--- config.mk ---
export PLATFORM = sky130hd
export DESIGN_NAME = mem_port_arbiter
export DESIGN_NICKNAME = d
export VERILOG_FILES = /design/src/rtl/mem_arb_pkg.sv /design/src/rtl/mem_lane_align.sv /design/src/rtl/mem_port_arbiter.sv
export SDC_FILE = /design/constraint.sdc
export NUM_CORES = 1
export LEC_CHECK = 0
export BUFFER_PORTS_ARGS = -buffer_cell sky130_fd_sc_hd__buf_4
export CORE_MARGIN = 3
export CORE_UTILIZATION = 48
export DETAILED_ROUTE_END_ITERATION = 16
export GPL_TIMING_DRIVEN = 0
export PLACE_DENSITY_LB_ADDON = 0.12
export SETUP_SLACK_MARGIN = 0.1
export SYNTH_ARGS = -nofsm -noshare
export SYNTH_HDL_FRONTEND = slang
export SYNTH_SLANG_ARGS = --single-unit
--- constraint.sdc ---
create_clock -name clk -period 3.4 [get_ports clk]
set_input_delay 0.68 -clock clk [delete_from_list [all_inputs] [get_ports clk]]
set_output_delay 0.68 -clock clk [all_outputs]
set_load 0.02 [all_outputs]
--- src/rtl/mem_arb_pkg.sv ---
// Shared definitions for the unified memory port arbiter: access size
// encodings, requester identifiers and the arbiter FSM state type.
package mem_arb_pkg;

  // d_size encodings; 2'b11 is reserved and treated as an error
  localparam logic [1:0] SZ_B = 2'b00;
  localparam logic [1:0] SZ_H = 2'b01;
  localparam logic [1:0] SZ_W = 2'b10;

  // Requester identifiers used for ownership and round-robin history
  typedef enum logic {
    REQ_F = 1'b0,
    REQ_D = 1'b1
  } req_id_t;

  // Arbiter / access sequencing states
  typedef enum logic [1:0] {
    IDLE     = 2'b00,
    ACCESS   = 2'b01,
    MERGE_WR = 2'b10,
    RESP     = 2'b11
  } state_t;

endpackage

--- src/rtl/mem_lane_align.sv ---
// Byte-lane helper for the memory port: detects misaligned sizes, merges
// sub-word store data into a full read word, and extracts/extends loads.
module mem_lane_align
  import mem_arb_pkg::*;
(
  input  logic [1:0]  size,
  input  logic [1:0]  addr_lo,
  input  logic        is_unsigned,
  input  logic [31:0] wdata,
  input  logic [31:0] rword,
  output logic        misaligned,
  output logic [31:0] merged,
  output logic [31:0] load_data
);

  logic [4:0]  byte_sh;
  logic [4:0]  half_sh;
  logic [7:0]  byte_v;
  logic [15:0] half_v;

  assign byte_sh = {addr_lo, 3'b000};
  assign half_sh = {addr_lo[1], 4'b0000};
  assign byte_v  = rword[byte_sh +: 8];
  assign half_v  = rword[half_sh +: 16];

  // Per-size alignment check, store lane merge and load formatting
  always_comb begin
    misaligned = 1'b0;
    merged     = rword;
    load_data  = '0;
    case (size)
      SZ_B: begin
        merged[byte_sh +: 8] = wdata[7:0];
        load_data = {{24{~is_unsigned & byte_v[7]}}, byte_v};
      end
      SZ_H: begin
        misaligned = addr_lo[0];
        merged[half_sh +: 16] = wdata[15:0];
        load_data = {{16{~is_unsigned & half_v[15]}}, half_v};
      end
      SZ_W: begin
        misaligned = |addr_lo;
        merged     = wdata;
        load_data  = rword;
      end
      default: begin
        misaligned = 1'b1;
      end
    endcase
  end

endmodule

--- src/rtl/mem_port_arbiter.sv ---
// Round-robin arbiter sharing one unified memory port between instruction
// fetch and load/store. Sub-word stores are done as read-modify-write since
// the memory only writes full 32-bit words.
module mem_port_arbiter
  import mem_arb_pkg::*;
#(
  parameter int unsigned ADDR_W    = 32,
  parameter int unsigned MEM_BYTES = 262144
) (
  input  logic              clk,
  input  logic              reset,
  input  logic              f_req,
  input  logic [ADDR_W-1:0] f_addr,
  output logic              f_ready,
  output logic              f_rvalid,
  output logic [31:0]       f_rdata,
  output logic              f_err,
  input  logic              d_req,
  input  logic              d_we,
  input  logic [1:0]        d_size,
  input  logic              d_unsigned,
  input  logic [ADDR_W-1:0] d_addr,
  input  logic [31:0]       d_wdata,
  output logic              d_ready,
  output logic              d_rvalid,
  output logic [31:0]       d_rdata,
  output logic              d_err,
  output logic [ADDR_W-1:0] mem_addr,
  output logic [31:0]       mem_wdata,
  output logic              mem_we,
  input  logic [31:0]       mem_rdata
);

  state_t            state;
  req_id_t           last_grant;
  req_id_t           owner;
  logic [ADDR_W-1:0] addr_q;
  logic              we_q;
  logic [1:0]        size_q;
  logic              uns_q;
  logic [31:0]       wdata_q;
  logic [31:0]       rword_q;
  logic              err_q;
  logic [ADDR_W-1:0] mem_addr_q;

  logic              grant_f;
  logic              grant_d;
  logic              in_idle;
  logic              resp_v;
  logic              misaligned;
  logic              out_of_range;
  logic              acc_err;
  logic [31:0]       merged;
  logic [31:0]       load_data;
  logic [31:0]       rdata_fmt;
  logic [ADDR_W:0]   base_ext;

  mem_lane_align u_align (
    .size        (size_q),
    .addr_lo     (addr_q[1:0]),
    .is_unsigned (uns_q),
    .wdata       (wdata_q),
    .rword       (rword_q),
    .misaligned  (misaligned),
    .merged      (merged),
    .load_data   (load_data)
  );

  // Error is evaluated from the latched request during ACCESS; the latched
  // fields are fixed from accept onwards, so this equals an accept-time check.
  always_comb begin
    base_ext     = {1'b0, addr_q[ADDR_W-1:2], 2'b00};
    out_of_range = (base_ext + (ADDR_W+1)'(3)) >= (ADDR_W+1)'(MEM_BYTES);
    acc_err      = misaligned | out_of_range;
  end

  // Round-robin arbitration; fetch wins a tie unless it was granted last
  always_comb begin
    grant_f = f_req & (~d_req | (last_grant == REQ_D));
    grant_d = d_req & ~grant_f;
    in_idle = (state == IDLE) & ~reset;
    f_ready = in_idle & grant_f;
    d_ready = in_idle & grant_d;
  end

  // Memory-side drive; reset gates the write so an aborted RMW never lands
  always_comb begin
    mem_addr  = mem_addr_q;
    mem_we    = ~reset & (((state == ACCESS) & we_q & ~acc_err & (size_q == SZ_W))
                          | (state == MERGE_WR));
    mem_wdata = mem_we ? merged : '0;
  end

  // Response strobe and formatted data for the current owner
  always_comb begin
    resp_v    = ~reset & (state == RESP);
    rdata_fmt = (err_q | we_q) ? '0 : load_data;
    f_rvalid  = resp_v & (owner == REQ_F);
    d_rvalid  = resp_v & (owner == REQ_D);
    f_rdata   = f_rvalid ? rdata_fmt : '0;
    d_rdata   = d_rvalid ? rdata_fmt : '0;
    f_err     = f_rvalid & err_q;
    d_err     = d_rvalid & err_q;
  end

  // Arbiter FSM: accept, access memory, optional merge write, respond
  always_ff @(posedge clk) begin
    if (reset) begin
      state      <= IDLE;
      last_grant <= REQ_D;
      owner      <= REQ_F;
      addr_q     <= '0;
      we_q       <= 1'b0;
      size_q     <= SZ_B;
      uns_q      <= 1'b0;
      wdata_q    <= '0;
      rword_q    <= '0;
      err_q      <= 1'b0;
      mem_addr_q <= '0;
    end else begin
      case (state)
        IDLE: begin
          if (grant_f) begin
            owner      <= REQ_F;
            last_grant <= REQ_F;
            addr_q     <= f_addr;
            we_q       <= 1'b0;
            size_q     <= SZ_W;
            uns_q      <= 1'b0;
            wdata_q    <= '0;
            mem_addr_q <= {f_addr[ADDR_W-1:2], 2'b00};
            state      <= ACCESS;
          end else if (grant_d) begin
            owner      <= REQ_D;
            last_grant <= REQ_D;
            addr_q     <= d_addr;
            we_q       <= d_we;
            size_q     <= d_size;
            uns_q      <= d_unsigned;
            wdata_q    <= d_wdata;
            mem_addr_q <= {d_addr[ADDR_W-1:2], 2'b00};
            state      <= ACCESS;
          end
        end
        ACCESS: begin
          err_q <= acc_err;
          if (acc_err) begin
            state <= RESP;
          end else if (!we_q) begin
            rword_q <= mem_rdata;
            state   <= RESP;
          end else if (size_q == SZ_W) begin
            state <= RESP;
          end else begin
            rword_q <= mem_rdata;
            state   <= MERGE_WR;
          end
        end
        MERGE_WR: begin
          state <= RESP;
        end
        RESP: begin
          state <= IDLE;
        end
        default: begin
          state <= IDLE;
        end
      endcase
    end
  end

endmodule

======== After elaboration in Yosys (flattened, before gate mapping) ========
Cells that the tools add are included.
word-level totals
  flip-flop bits (word level) ............. 137
  input bits .............................. 136
  output and inout bits ................... 135
  word-level logic and storage cells ...... 91
cells by class
  add/sub/neg operators ................... 3
  $lt $le $gt $ge ......................... 1
  eq/ne operators ......................... 7
  shift-type cells ........................ 6
  muxes and demuxes ....................... 31
  bitwise logic cells ..................... 26
  reductions and logical operators ........ 6
operator list
  kind                                                                                   number
  32-bit 2-to-1 mux                                                                      12
  32-bit case mux with 3 select lines                                                    2
  32-bit bitwise mux                                                                     2
  32-bit by 2-bit adder with 33-bit output, second input constant                        1
  33-bit by 19-bit greater-or-equal comparator with 1-bit output, second input constant  1
  16-bit by 7-bit variable shift with 32-bit output, first input constant                1
  8-bit by 7-bit variable shift with 32-bit output, first input constant                 1
  16-bit by 7-bit indexed part select with 32-bit output                                 1
  32-bit by 6-bit indexed part select with 16-bit output                                 1
  32-bit by 6-bit indexed part select with 8-bit output                                  1
  8-bit by 7-bit indexed part select with 32-bit output                                  1
  1-bit AND                                                                              16
  5-bit negator with 7-bit output                                                        2
  1-bit 2-to-1 mux                                                                       9
  2-bit 2-to-1 mux                                                                       4
  2-bit case mux with 4 select lines                                                     1
  2-bit == test, second input constant                                                   3
  1-bit inverter                                                                         6
  2-bit by 1-bit == test with 1-bit output, second input constant                        2
  2-bit zero test                                                                        2
  1-bit OR                                                                               4
  3-bit inequality test, second input constant                                           1
  1-bit case mux with 3 select lines                                                     1
  3-bit AND reduction                                                                    1
  other kinds (4)                                                                        4

======== Depth between registers and ports, before layout ========
  depth after elaboration ................. 9
  mapped depth ............................ 8

======== Cells and area by module ========
Synthesis repeated with hierarchy kept, for this count alone.
second synthesis, totals
  cell total of the unflattened synthesis .. 858
  area, all modules ....................... 7224.4 µm²
by module, submodules not included
  module            times used  cells each  area an instance (µm²)  sequential area each (µm²)
  mem_port_arbiter  1           580         5405.2                  2102.0
  mem_lane_align    1           278         1819.2                  0.0

======== Worst setup path before layout ========
No wires, ideal clock.
  path type ............................... input to output
  start point ............................. input port reset
  end point ............................... output port f_rdata[26]
  data arrival time ....................... 2.297 ns
  setup slack ............................. 0.423 ns
  cell stages on the path ................. 5
  buffers on the path ..................... 2
  cell sequence ........................... clkbuf_1 -> nor3b_1 -> nand2_1 -> clkbuf_1 -> a21oi_1
between the ends
  cells in the longest elaborated chain, start to end .. 4
ends and longest elaborated chain
  item               RTL line                 RTL
  start, declared    mem_port_arbiter.sv:11   input logic reset,
  1-bit inverter     mem_port_arbiter.sv:96   resp_v = ~reset & (state == RESP);
  1-bit AND          mem_port_arbiter.sv:96
  1-bit AND          mem_port_arbiter.sv:98   f_rvalid = resp_v & (owner == REQ_F);
  net f_rvalid       mem_port_arbiter.sv:15   output logic f_rvalid,
  32-bit 2-to-1 mux  mem_port_arbiter.sv:100  f_rdata = f_rvalid ? rdata_fmt : '0;
  end, declared      mem_port_arbiter.sv:16   output logic [31:0] f_rdata,
The timed path passes the listed nets, and every way through them passes these cells.

======== Worst setup path in the final report ========
  start point ............................. register addr_q[0]
  end point ............................... output port mem_wdata[7]
between the ends
  cells in the longest elaborated chain, start to end .. 9
ends and longest elaborated chain
  item                                                                                     RTL line                 RTL
  start, declared                                                                          mem_port_arbiter.sv:37   logic [ADDR_W-1:0] addr_q;
  start signal, assigned                                                                   mem_port_arbiter.sv:126  addr_q <= f_addr;
  start signal, assigned                                                                   mem_port_arbiter.sv:136  addr_q <= d_addr;
  parallel branches: the longest is 8 deep, another holds 5-bit negator with 7-bit output  -
  32-bit 2-to-1 mux (*)                                                                    mem_port_arbiter.sv:91   mem_wdata = mem_we ? merged : '0;
  end, declared                                                                            mem_port_arbiter.sv:29   output logic [31:0] mem_wdata,
Mark *: on every way between the ends.

==> flow_summary.yaml <==
outcome:
  status: "finished, final reports clean"
critical_path:
  critPathSlowestCell: "dfxtp_1"
  reg2reg_from: "state[1]"
  crit_family: "buffers and inverters"
  crit_top_cell: "buf_4"
  cp.arrival_ns: 2.53
  critical_path_depth: 9
  cp_max_fo: 10
  worstRegToRegCells: 6
  crit_chain: "buf_4 -> inv_1 -> ha_2 -> nor3b_4 -> nor4_1 -> a21boi_2 -> clkbuf_4 -> nor2_1 -> buf_4"
  crit_start: "addr_q[0]"
  worst-path-buf-inv: 4
  rrSetupSlack_ns: 1.00
  max_stage_delay_ns: 0.33
  crit_end: "mem_wdata[7]"
  startpoint_type: "flip-flop"
  reg2reg_to: "wdata_q[25]"
  crit_required_ns: 2.72
  worstSetupPathType: "flip-flop to primary output"
  end_kind: "primary output"
clock_tree:
  cts_hold_buf: 0
  clock_latency_ns: 0.36
  cts.sinks: 105
  htreeDepth: 3
  cts_tree: "yes"
  numCtsBuffers: 9
  clk_pin_slew_ns: 0.07
  cts-root-buf: "clkbuf_16"
  cts_max_path_buffers: 2
placed_design:
  place_congestion: 0.972
  dp_hpwl_um: 17900
  port_buffers: 267
  dp_cells: 1200
  dpl-instance-area_mm2: 0.00848
global_routing:
  track_usage_pct: 30.7
  grt-ovfl-total: 0
  grt_pass1_vias: 6695
  antenna_found_initial: 0
  grt_pass1_wl_um: 35000
  grt_max_degree: 17
power_and_ir_drop:
  ir_worst_vdd_v: 0.000360
  power.total_uw: 4980
  p_per_area_mw_per_mm2: 561
  p_leak_uw: 0.00380
sta:
  setup_viol: 0
  finalSetupTns_ns: 0
  relSlewSlack_pct: 38.7
  clock_skew_ns: 0.00897
  finalCritPeriodShare_pct: 94.5
  period_minus_slack_ns: 3.21
  slew_violations: 0
  fmax_mhz: 311
  worstMarginPinSlew_ns: 0.916
  hold_viol_final: 0
  rsz0062_at_grt: "true"
floorplanning:
  coreArea_mm2: 0.0127
  fp.dieArea_mm2: 0.0145
  die_w_um: 120
  boundaryPins: 271
  num_rows: 41
  start_util_pct: 49.4
  fp.dieH_um: 120
finish:
  final_area_mm2: 0.00888
  utilization_pct: 70.1
  layoutNonFillerInstCount: 1217
  layout-drive-gt1-share_pct: 36.7
  area_growth_pct: 41.8
  diodes: 0
  nets: 1187
drt:
  drtAntennaViolNets: 0
  wire_per_inst_um: 19.2
  drcViolationCount: 0
  drt_iter0_drc: 698
  dr.pass1.iters: 10
  wl_um: 23400
  dr_total_vias: 7069
  via_per_inst: 5.81
logic_synthesis:
  synth-edff-count: 0
  synth-simple-area-share_pct: 16.4
  syn_area_mm2: 0.00626
  synth_top_family_by_area: "compound AO/OA/AOI/OAI gates"
  syn_inst: 760
  synthMuxAreaShare_pct: 10.1
  synth_fa_ha_area_share_pct: 2.00
  ys_seq_area_share_pct: 33.6
  async_flop_share_pct: 0
  synth_top_area_share_pct: 33.6
  synth.avg_cell_area_um2: 8.24
  synth_cell_types: 50
  synth_ff_type: "dfxtp_1"
  ys_ff_latch: 105
  synth_top_cell_by_area: "dfxtp_1"
  synth.area.top_cells: "dfxtp_1 (34%), mux2i_1 (7.4%), a21oi_1 (6.0%), nor2_1 (5.7%), a211oi_1 (4.9%)"
  yosys_warnings: 0
  yosys.area_share.xor_xnor_pct: 0
  synth_compound_area_share_pct: 27.9
flow_run:
  maxCapViolCount: 0
min_path:
  hold_path_class: "flip-flop to flip-flop"
## through the flow
stage / setup WS (ns) / hold WS [ns]
after floorplan: 0.423 / 0.438
after global placement: 0.0497 / 0.456
after detailed placement: 0.0146 / 0.454
after CTS: 0.103 / 0.474
after global routing: 0.0356 / 0.488
final: 0.188 / 0.480
## cells in the mapped netlist (3+ instances only)
| cell | count |
|---|---|
| buf_2 | 24 |
| buf_4 | 32 |
| nand3_1 | 33 |
| ha_1 | 10 |
| inv_1 | 17 |
| a22oi_1 | 8 |
| a21oi_1 | 75 |
| a22o_1 | 35 |
| a31oi_1 | 8 |
| and2_1 | 3 |
| o21ai_1 | 33 |
| a211oi_1 | 41 |
| buf_6 | 3 |
| and4_1 | 3 |
| nor4_1 | 5 |
| buf_1 | 12 |
| dfxtp_1 | 105 |
| a222oi_1 | 18 |
| nand3b_1 | 3 |
| a21o_1 | 8 |
| a221oi_1 | 8 |
| mux2i_1 | 46 |
| clkbuf_1 | 34 |
| o32ai_1 | 7 |
| nor2b_1 | 5 |
| nand2_1 | 31 |
| mux2_2 | 11 |
| nor3b_1 | 11 |
| o21ai_0 | 8 |
| nor2_1 | 95 |
## report_power, final
| group | switching (uW) | internal [uW] |
|---|---|---|
| clock | 466 | 516 |
| sequential | 214 | 1440 |
| combinational | 1360 | 983 |
## metal layers
metal	track usage [%]	vias to the layer above	share of wire, %
li1	-	3332	-
met1	38.2	3235	39
met2	51.4	435	47
met3	7.39	67	11
met4	12.1	0	3.6
met5	0	-	0
## worst min path at each step
stage / slack (ns) / depth (start not counted) / start / to
after floorplan: 0.44 / 1 / wdata_q[16] / wdata_q[16]
after global placement: 0.46 / 1 / wdata_q[18] / wdata_q[18]
after detailed placement: 0.45 / 1 / wdata_q[23] / wdata_q[23]
after CTS: 0.47 / 1 / wdata_q[19] / wdata_q[19]
after global routing: 0.49 / 1 / wdata_q[30] / wdata_q[30]
final: 0.48 / 1 / wdata_q[22] / wdata_q[22]
## area by class of cell
type | instances | area, um^2
fillers | 1088 | 3790
multi-input cells | 534 | 3610
flip-flops and latches | 105 | 2100
repair buffers | 270 | 2030
plain buffers | 104 | 592
clock buffers | 11 | 243
well taps | 172 | 215
inverters | 17 | 63.8
clock inverters | 4 | 27.5
## cells in the final DEF, fill, tap and decap left out, drive strengths merged, types with 2 or more instances in the layout
cell type  instances
buf              338
dfxtp            105
nor2              95
a21oi             75
clkbuf            47
mux2i             46
a211oi            41
o21ai             41
a22o              35
nand3             33
nand2             31
inv               19
a222oi            18
nor3b             13
mux2              11
ha                10
a21o               8
a31oi              8
a22oi              8
a221oi             8
o32ai              7
nor4               6
nor2b              5
and4               3
nand3b             3
and2               3
or4                3
and3               2
mux4               2
and3b              2
nand2b             2
conb               2
clkinv             2
a41o               2
o21a               2
## flip-flops by register name, summed over array words and instances (netlist names)
name        count
addr_q         31
err_q           1
last_grant      1
mem_addr        1
owner           1
rword_q        32
size_q          2
state           2
uns_q           1
wdata_q        32
we_q            1
## repair_timing
| item | in CTS | in global routing |
|---|---|---|
| buffers inserted | 1 | 2 |
| gates resized for setup | 5 | 33 |
| endpoints found under the setup margin | 33 | 68 |
| pin swaps | 1 | 5 |
## kinds of logic after synthesis
family	Yosys count
AOI/OAI and AO/OA	257
and+or+nand+nor	206
buffers and inverters	122
DFF	105
muxes	59
adders and majority gates	10
other	1
(Power assumes the default switching activity.)
